### src/rtl/clk_divider.sv
// Integer clock divider: registered near-50%-duty divided clock plus a
// one-cycle strobe in the CLK domain marking each rising edge of clk_div.
module clk_divider #(
  parameter int Time = 20
) (
  input  logic CLK,
  input  logic RST,
  output logic clk_div,
  output logic tick
);

  localparam int TIME_EFF = (Time < 2) ? 2 : Time;
  localparam int CW_RAW   = $clog2(TIME_EFF);
  localparam int CW       = (CW_RAW < 1) ? 1 : CW_RAW;
  localparam int LOW      = (TIME_EFF + 1) / 2;

  localparam logic [CW-1:0] LAST_C = CW'(TIME_EFF - 1);
  localparam logic [CW-1:0] LOW_C  = CW'(LOW);

  logic [CW-1:0] count_q, count_d;
  logic          clk_div_q, clk_div_d;
  logic          tick_q, tick_d;

  // Outputs are decoded from the next count so they are registered
  // in the same cycle the counter lands on the threshold.
  always_comb begin
    count_d   = (count_q == LAST_C) ? '0 : count_q + CW'(1);
    clk_div_d = (count_d >= LOW_C);
    tick_d    = (count_d == LOW_C);
  end

  always_ff @(posedge CLK or posedge RST) begin
    if (RST) begin
      count_q   <= '0;
      clk_div_q <= 1'b0;
      tick_q    <= 1'b0;
    end else begin
      count_q   <= count_d;
      clk_div_q <= clk_div_d;
      tick_q    <= tick_d;
    end
  end

  assign clk_div = clk_div_q;
  assign tick    = tick_q;

endmodule

### config.mk
export PLATFORM = sky130hd
export DESIGN_NAME = clk_divider
export DESIGN_NICKNAME = d
export VERILOG_FILES = /design/src/rtl/clk_divider.sv
export SDC_FILE = /design/constraint.sdc
export NUM_CORES = 1
export LEC_CHECK = 0
export BUFFER_PORTS_ARGS = -buffer_cell sky130_fd_sc_hd__buf_2
export CORE_AREA = 2 2 39 41
export DETAILED_ROUTE_END_ITERATION = 16
export DIE_AREA = 0 0 41 43
export PLACE_DENSITY = 0.48
export SLEW_MARGIN = 20
export SYNTH_ARGS = -nofsm -noshare
export SYNTH_HDL_FRONTEND = slang
export SYNTH_SLANG_ARGS = --single-unit
### constraint.sdc
create_clock -name CLK -period 3.8 [get_ports CLK]
set_clock_uncertainty 0.2 [all_clocks]
set_input_delay 0 -clock CLK [delete_from_list [all_inputs] [get_ports CLK]]
set_output_delay 0 -clock CLK [all_outputs]
set_load 0.02 [all_outputs]
==> results.cfg, run 1 <==
[run_status]
status = finished clean

[synth]
yosys_warnings = 0
syn_avg_cell_area_um2 = 11.31
synthXorXnorAreaFrac_pct = 2.767
yosysSeqAreaShare_pct = 55.34
synth_area_um2 = 316.6
synth_top_family_by_area = simple AND/OR/NAND/NOR gates
yosys.area_share.simple_pct = 19.76
muxShareOfSynthArea_pct = 0
synth_nets = 31
postSynthCellCount = 28
synth_fa_ha_area_share_pct = 3.953
synth_top_area_share_pct = 55.34
synth-compound-area-share_pct = 14.62
synthTopCellsByArea = dfrtp_1, o21bai_1, nor2b_4, ha_1, nand2b_1
ys_types = 17
ys_ff_latch = 7
yosys.area.top_type = dfrtp_1

[clocking]
clk_pin_slew_ps = 50
post_cts_resized = 0
cts-root-buf = clkbuf_4
cts_buffers = 3
clock_latency_ps = 250
cts_max_level = 1
cts.sink_count = 7
cts_setup_buffers = 0
cts_tree = done
hold_buffers = 1
clock_path_buffers = 2

[global_route]
grt_first_pass_wirelength_um = 841
overflow = 0
antenna_found_initial = 0
grtUsageTotal_pct = 7.528
grt_pass1_vias = 225
grt_max_degree = 8

[worst_setup_path]
slowest_stage = dfrtp_1
path_buf_inv = 0
cpPeakStageDelay_ps = 380
worst_setup_path_end_kind = register
cp.arrival_ps = 1430
worstPathRequired_ps = 3720
worst-setup-path-type = register to register
worstPathMaxFanout = 5
worstPathCellList = ha_1 -> nor2b_1 -> a21boi_1 -> nor2_1 -> o21bai_1
cp_top_family = flip-flops
cp-start-kind = register

[power_and_ir_drop]
seqPwrFrac_pct = 52.2
clkPwrFrac_pct = 46.0
intPower_w = 0.0001158
powerDensity_nw_per_um2 = 369.2
p_sw_w = 0.00002746
swShare_pct = 19.17
leakage_nw = 0.1852
power_frac_comb_pct = 1.9
ir_worst_vdd_uv = 211.0
p_total_w = 0.0001432

[place]
dp_slack_ps = 2294
dp_hpwl_um = 365.2
io_buffers = 3
place_congestion = 0.8057
dp.cells = 47

[floorplan]
dieArea_um2 = 1763
die_width_um = 41
start_util_pct = 22.88
io_pins = 4
num_rows = 14
die_h_um = 43
core_um2 = 1384

[sta]
setup_tns_ps = 0
finalMaxSlewViolations = 0
max-slew-margin-rel_pct = 80.06
worst_slew_pin_slew_ps = 296.9
timing.final.crit_share_pct = 39.71
period_minus_slack_ps = 1509
rsz0062_at_grt = false
hold_viol_final = 0
finalSetupViolCount = 0
setup_slack_ps = 2291
clock.fmax_ghz = 0.6628

[run]
maxCapViolCount = 0

[detailed_routing]
first_iter_violations = 7
wl_um = 463
wl_per_cell_um = 8.904
wl_met1_um = 210
ant_nets = 0
top_layer_used = met3
routed-wl-met3_um = 39
drt-pass1-iter-count = 4
vias = 215
drc_errors = 0
routed_via_density = 4.135
dr_wl_met2_um = 213

[finish]
antenna_cells = 0
final_util_pct = 28.03
drive_gt1_share_pct = 22.22
nets = 40
area_delta_synth_final_pct = 22.53
final_cells = 52

[hold_path]
hold_class = primary input to async pin
## worst reg2reg max path: cells and delay by family, from the launching register on
| kind | cells | cell delay [ps] |
|---|---|---|
| flip-flops | 1 | 380 |
| AND/OR/NAND/NOR | 2 | 380 |
| adder cells (fa/ha/maj) | 1 | 230 |
| AO/OA/AOI/OAI | 2 | 200 |
## final timing paths
kind | cells past startpoint | endpoint | slack (ps) | start
worst max-delay path | 5 | clk_div$_DFF_PP0_ | 2290 | count_q[0]$_DFF_PP0_
worst min-delay path | 3 | clk_div$_DFF_PP0_ | 20 | RST
worst max register to register | 5 | clk_div$_DFF_PP0_ | 2290 | count_q[0]$_DFF_PP0_
worst min register to register | 1 | count_q[0]$_DFF_PP0_ | 280 | count_q[0]$_DFF_PP0_
max in group asynchronous | 3 | count_q[2]$_DFF_PP0_ | 3170 | RST
min in group CLK | 1 | count_q[0]$_DFF_PP0_ | 280 | count_q[0]$_DFF_PP0_
## final cells by class
type | count | area (µm²)
Fill cell | 143 | 996.0
Tap cell | 16 | 20.02
Clock buffer | 4 | 26.28
Inverter | 3 | 11.26
Multi-Input combinational cell | 18 | 130.1
Sequential cell | 7 | 175.2
Timing Repair Buffer | 4 | 25.02
## flip-flops by register name (all words and copies together) (netlist names)
| name | count |
|---|---|
| clk_div | 1 |
| tick | 1 |
| count_q | 5 |
## power by group through the flow
| stage | Combinational (W) | Sequential [W] | Clock, W |
|---|---|---|---|
| floorplan | 0.00000117 | 0.0000759 | 0 |
| global placement | 0.00000195 | 0.0000759 | 0 |
| detailed placement | 0.00000197 | 0.0000759 | 0 |
| CTS | 0.00000278 | 0.0000746 | 0.0000683 |
| global route | 0.00000306 | 0.0000745 | 0.0000745 |
| finish | 0.00000268 | 0.0000747 | 0.0000659 |
## cells by family (layout without fill, tap and decap cells)
| group | Yosys count | count (layout) |
|---|---|---|
| DFF | 7 | 7 |
| adders and majority gates | 1 | 1 |
| AOI/OAI and AO/OA | 7 | 7 |
| buffers and inverters | 3 | 11 |
| and+or+nand+nor | 9 | 9 |
| xor gates and xnor gates | 1 | 1 |
## cell usage after synthesis, drive strengths merged
cell type  n
xnor2      1
nor4       1
o21ai      2
a21boi     1
a22o       1
nand3      2
nand2b     2
a21oi      1
nor2       1
ha         1
nand2      1
nor2b      2
o21bai     2
dfrtp      7
inv        3
## layout by cell type (no fill, tap or decap)
cell and instances:
clkbuf_4 3, nor2b_4 1, buf_2 3, o21ai_1 1, a21oi_1 1, o21ai_0 1
nor2_1 1, nor2b_1 1, inv_1 3, dlygate4sd3_1 1, xnor2_1 1, nand3_1 2
nand2_1 1, dfrtp_1 7, ha_1 1, nor4_2 1, a22o_1 1, clkbuf_1 1
a21boi_1 1, nand2b_1 2, o21bai_1 2
## through the flow
stage	hold WS, ps	instance area, µm²
after floorplan	-396.6	316.6
after global placement	-266.7	351.6
after detailed placement	-265.0	351.6
after CTS	26.04	387.9
after global routing	38.81	387.9
final	21.86	387.9
## routing by layer
metal | vias to the layer above | GRT usage (%)
li1 | 109 | -
met1 | 101 | 7.718
met2 | 5 | 11.25
met3 | 0 | 6.283
met4 | 0 | 2.000
met5 | - | 0
Note: power is estimated with default switching activity, not from simulation.
==> run 2, diff against run 1 <==
--- a/config.mk
+++ b/config.mk
@@ -5,11 +5,12 @@
 export SDC_FILE = /design/constraint.sdc
 export NUM_CORES = 1
 export LEC_CHECK = 0
+export ABC_AREA = 1
 export BUFFER_PORTS_ARGS = -buffer_cell sky130_fd_sc_hd__buf_2
 export CORE_AREA = 2 2 39 41
 export DETAILED_ROUTE_END_ITERATION = 16
 export DIE_AREA = 0 0 41 43
-export PLACE_DENSITY = 0.48
+export PLACE_DENSITY = 0.51
 export SLEW_MARGIN = 20
 export SYNTH_ARGS = -nofsm -noshare
 export SYNTH_HDL_FRONTEND = slang
==> constraint.sdc (replaced) <==
create_clock -name CLK -period 1.3 [get_ports CLK]
set_clock_uncertainty 0.2 [all_clocks]
set_input_delay 0 -clock CLK [delete_from_list [all_inputs] [get_ports CLK]]
set_output_delay 0 -clock CLK [all_outputs]
set_load 0.02 [all_outputs]
==> run 2 against run 1 <==
Worst setup slack worse by 2300 ps. Fmax is 16% higher. Combinational power grew to 2.9 times the previous value. Register-to-register slack worse by 2300 ps. Sequential power grew to 2.9 times the previous value. Cell count is 31% higher. Critical path depth is 2 higher. Utilization is 7.4 points higher. First-iteration DRC count is 71% lower. Cell area is 26% higher. Non-clock buffer count is 3 higher. Critical endpoint is now tick$_DFF_PP0_. Largest cell class is now multi-input combinational cells.
==> results.cfg, run 2 <==
[sta]
worst_slew_pin_slew_ps = 304.2
max-slew-margin-rel_pct = 79.72
finalMaxSlewViolations = 0
timing.final.crit_share_pct = 99.87
whs_ps = 19.86
rsz0062_at_grt = true
hold_viol_final = 0
finalSetupViolCount = 0
clock.fmax_ghz = 0.7702
period_minus_slack_ps = 1298

[place]
io_buffers = 3
place_congestion = 0.7380
placed_cell_area_um2 = 395.4

[power_and_ir_drop]
ir_worst_vdd_uv = 432.2
leakage_nw = 0.2930
powerDensity_nw_per_um2 = 845.1
p_total_w = 0.0004145

[floorplan]
num_rows = 14
die_width_um = 41
io_pins = 4
die_h_um = 43
start_util_pct = 24.23
core_um2 = 1384
dieArea_um2 = 1763

[synth]
yosys_warnings = 0
synth_area_um2 = 335.3
yosysSeqAreaShare_pct = 52.24
synth_nets = 44
synth-edff-count = 0
ys_ff_latch = 7
ys_types = 12
synthTopCellsByCount = nand2_1, dfrtp_1, inv_1
postSynthCellCount = 41
synthTopCellsByArea = dfrtp_1, nand2_1, inv_1, nand2_2, nand3_1
syn_avg_cell_area_um2 = 8.179
synthFlopType = dfrtp_1
synth_most_common_cell = nand2_1
yosys.area.top_type = dfrtp_1
postSynth.asyncResetShare_pct = 100.0
synth_top_area_share_pct = 52.24

[detailed_routing]
wl_um = 624
drc_errors = 0
drt-pass1-iter-count = 2
wl_met1_um = 254
first_iter_violations = 2
routed_via_density = 4.044
vias = 275
dr_wl_met2_um = 352
wl_per_cell_um = 9.176
routed-wl-met3_um = 10
top_layer_used = met4
ant_nets = 0

[finish]
fin_area_um2 = 490.5
most-common-layout-cells = nand2_1, dfrtp_1, inv_1
final_util_pct = 35.44
nets = 56
area_delta_synth_final_pct = 46.27
antenna_cells = 0
top_register = count_q
largest_reg_flops = 5
drive_gt1_share_pct = 44.23

[clocking]
cts_buffers = 3
clock_path_buffers = 2
clock_latency_ps = 240
cts-root-buf = clkbuf_4
cts_tree = done
clk_pin_slew_ps = 50
cts.sink_count = 7
cts_max_level = 1

[global_route]
overflow = 0
grtUsageTotal_pct = 9.413
antenna_found_initial = 0
grt_max_degree = 8
grt_first_pass_wirelength_um = 1041
grt_pass1_vias = 260

[worst_setup_path]
cp.arrival_ps = 1240
worstPathRequired_ps = 1240
worst-setup-path-type = register to register
worstPathMaxFanout = 5
cp-start-kind = register
worst_setup_path_end_kind = register

[run]
maxCapViolCount = 0

[hold_path]
hold_class = primary input to async pin

[run_status]
status = finished clean
run 2: changes by cell type after synthesis, sizes merged:
cell    change
a21boi      -1
nor2b       -2
xnor2       -1
nand2b      -2
o21bai      -2
nor4        -1
nand2      +12
clkinv      +2
nand4       +2
inv         +4
nand3       +1
a22o        -1
o21ai       -2
nor2        +4
run 2: path summary, 6_finish.rpt:
path | start | endpoint | slack (ps) | cells past startpoint
worst max-delay path | count_q[0]$_DFF_PP0_ | tick$_DFF_PP0_ | 2 | 7
worst min-delay path | RST | clk_div$_DFF_PP0_ | 20 | 3
worst max register to register | count_q[0]$_DFF_PP0_ | tick$_DFF_PP0_ | 2 | 7
worst min register to register | count_q[0]$_DFF_PP0_ | count_q[0]$_DFF_PP0_ | 400 | 2
max in group asynchronous | RST | count_q[4]$_DFF_PP0_ | 670 | 3
min in group CLK | count_q[0]$_DFF_PP0_ | count_q[0]$_DFF_PP0_ | 400 | 2
run 2: where the power goes:
group	internal (W)	switching (W)	total (W)
sequential	0.000218	0	0.000218
clock	0.000117	0.0000718	0.000188
combinational	0.00000321	0.00000452	0.00000773
run 2: layout make-up:
cell class / count / area, µm²
tap: 16 / 20.02
clock buffer: 4 / 26.28
sequential: 7 / 175.2
multi-input combinational: 25 / 185.2
fill: 152 / 893.4
timing repair buffer: 7 / 47.55
inverter: 9 / 36.28
run 2: metal layers:
layer / vias to the layer above / GRT usage [%]
met4: 0 / 10.00
met2: 2 / 13.13
li1: 146 / -
met3: 2 / 1.571
met5: - / 0
met1: 125 / 10.89
run 2: what timing repair did:
action,CTS,global route
resized for setup,9,5
endpoints found under the setup margin,2,2
hold buffers,1,0
pin swaps,4,3
endpoints found under the hold margin,7,0
buffers inserted,0,0
run 2: critical path: stages (launching register included):
cell	delay, ps
dfrtp_1	400
ha_4	190
nand2_2	70
inv_2	50
nand2_4	90
nand3_4	80
nand2_1	60
nor2_1	40
run 2: cell families after synthesis:
group	count (synthesis)	share of synthesized area, %
flops	7	52.24
simple gates	23	32.09
fa+ha+maj	1	3.731
compound gates	1	1.491
buf+inv	9	10.45
run 2: through the flow:
step	TNS, ps	worst slack (ps)	cells
after detailed placement	-69.70	-49.35	63
final	0	1.637	68
after global routing	-188.0	-94.16	68
after global placement	-80.95	-54.86	63
after CTS	-18.20	-13.83	68
after floorplan	0	7.700	41
==> run 3, diff against run 2 <==
--- a/config.mk
+++ b/config.mk
@@ -11,6 +11,7 @@
 export DETAILED_ROUTE_END_ITERATION = 16
 export DIE_AREA = 0 0 41 43
 export PLACE_DENSITY = 0.51
+export RECOVER_POWER = 100
 export SLEW_MARGIN = 20
 export SYNTH_ARGS = -nofsm -noshare
 export SYNTH_HDL_FRONTEND = slang
==> run 3 against run 2 <==
Count of clock-buffer cells in the layout stayed put. Utilization down 0.18 points. Sequential share of layout area grew 0.18 points. Die area did not move. First-iteration DRC count did not move. Total power barely moved. Critical endpoint unchanged.
==> results.cfg, run 3 (synthesis results as in run 2) <==
[run_status]
status = finished clean

[detailed_routing]
drt-pass1-iter-count = 2
drc_errors = 0
routed_via_density = 4.044
vias = 275
wl_um = 627
first_iter_violations = 2
ant_nets = 0
wl_per_cell_um = 9.221

[power_and_ir_drop]
power_frac_comb_pct = 1.9
swShare_pct = 18.41
p_sw_w = 0.00007630
clkPwrFrac_pct = 45.5
seqPwrFrac_pct = 52.7
intPower_w = 0.0003382
powerDensity_nw_per_um2 = 849.4
ir_worst_vdd_uv = 432.2
leakage_nw = 0.2841

[sta]
worst_slew_pin_slew_ps = 304.2
timing.final.crit_share_pct = 99.87
rsz0062_at_grt = true
max-slew-margin-rel_pct = 79.72
period_minus_slack_ps = 1298
whs_ps = 19.68
clock.fmax_ghz = 0.7702
hold_viol_final = 0
setup_slack_ps = 1.637
finalSetupViolCount = 0
finalMaxSlewViolations = 0

[clocking]
cts_buffers = 3
clock_path_buffers = 2
clk_pin_slew_ps = 50
cts_setup_buffers = 0
cts-root-buf = clkbuf_4
clock_latency_ps = 240
cts_max_level = 1
cts.sink_count = 7
cts_tree = done

[finish]
multiInputGateArea_um2 = 185.2
largest_reg_flops = 5
nFillCells = 151
antenna_cells = 0
top_register = count_q
most-common-layout-cells = nand2_1, dfrtp_1, inv_1
drive_gt1_share_pct = 40.38
nets = 56
regArea_um2 = 175.2
area_delta_synth_final_pct = 45.52

[worst_setup_path]
cpPeakStageDelay_ps = 400
worst_setup_path_end_kind = register
worstPathMaxFanout = 5
worstPathCellList = ha_4 -> nand2_2 -> inv_2 -> nand2_4 -> nand3_4 -> nand2_1 -> nor2_1
cp.arrival_ps = 1240
slowest_stage = dfrtp_1
worst-setup-path-type = register to register
cp-start-kind = register
worstPathRequired_ps = 1240
r2r.worst_path.cells = 7

[global_route]
grt_pass1_vias = 260
overflow = 0
grtUsageTotal_pct = 9.413
grt_first_pass_wirelength_um = 1041
grt_max_degree = 8
antenna_found_initial = 0

[place]
dp_slack_ps = -49.35
io_buffers = 3
place_congestion = 0.7380

[floorplan]
die_width_um = 41
dieArea_um2 = 1763
io_pins = 4
start_util_pct = 24.23
num_rows = 14
die_h_um = 43
core_um2 = 1384

[hold_path]
hold_class = primary input to async pin

[run]
maxCapViolCount = 0
## run 3: through the flow
stage | total power [W] | setup TNS [ps] | util (%) | instance area, µm² | cells
finish | 0.0004145 | 0 | 35.26 | 488.0 | 68
detailed placement | 0.0002277 | -69.70 | 28.57 | 395.4 | 63
global placement | 0.0002276 | -80.95 | 28.57 | 395.4 | 63
CTS | 0.0004284 | -18.20 | 33.63 | 465.4 | 68
global route | 0.0004363 | -188.0 | 35.26 | 488.0 | 68
floorplan | 0.0002253 | 0 | - | 337.8 | 41
## run 3: power by group through the flow
stage	combinational (W)	sequential (W)	clock, W
floorplan	0.00000343	0.000222	0
global placement	0.00000575	0.000222	0
detailed placement	0.00000579	0.000222	0
CTS	0.00000813	0.000218	0.000202
global route	0.00000868	0.000218	0.000210
finish	0.00000772	0.000218	0.000188
## run 3: worst max-delay path, delay by kind of cell (launching register included)
kind	cells	cell delay (ps)
and+or+nand+nor	5	340
buffers and inverters	1	50
adders and majority gates	1	190
DFF	1	400
## run 3: timing repair
item	in CTS	in global routing
endpoints found under the hold margin	7	0
gates resized for setup	9	5
pin swaps	4	3
endpoints found under the setup margin	2	2
hold buffers	1	0
## run 3: metal layers
metal	GRT usage, %	vias to the layer above	part of all wire, %
met5	0	-	0
met4	10.00	0	1.1
met3	1.571	2	1.6
met2	13.13	2	56
met1	10.89	125	41
li1	-	146	-
## run 3: worst paths after layout
kind	start	endpoint	slack (ps)
min in group CLK	count_q[0]$_DFF_PP0_	count_q[0]$_DFF_PP0_	400
min reg2reg	count_q[0]$_DFF_PP0_	count_q[0]$_DFF_PP0_	400
max reg2reg	count_q[0]$_DFF_PP0_	tick$_DFF_PP0_	2
max	count_q[0]$_DFF_PP0_	tick$_DFF_PP0_	2
max in group asynchronous	RST	count_q[4]$_DFF_PP0_	680
min	RST	clk_div$_DFF_PP0_	20
## run 3: area by class of cell
type	instances	share of cell area (%)
Timing Repair Buffer	7	9.231
Sequential cell	7	35.90
Clock buffer	4	5.385
Tap cell	16	4.103
Multi-Input combinational cell	25	37.95
Inverter	9	7.436
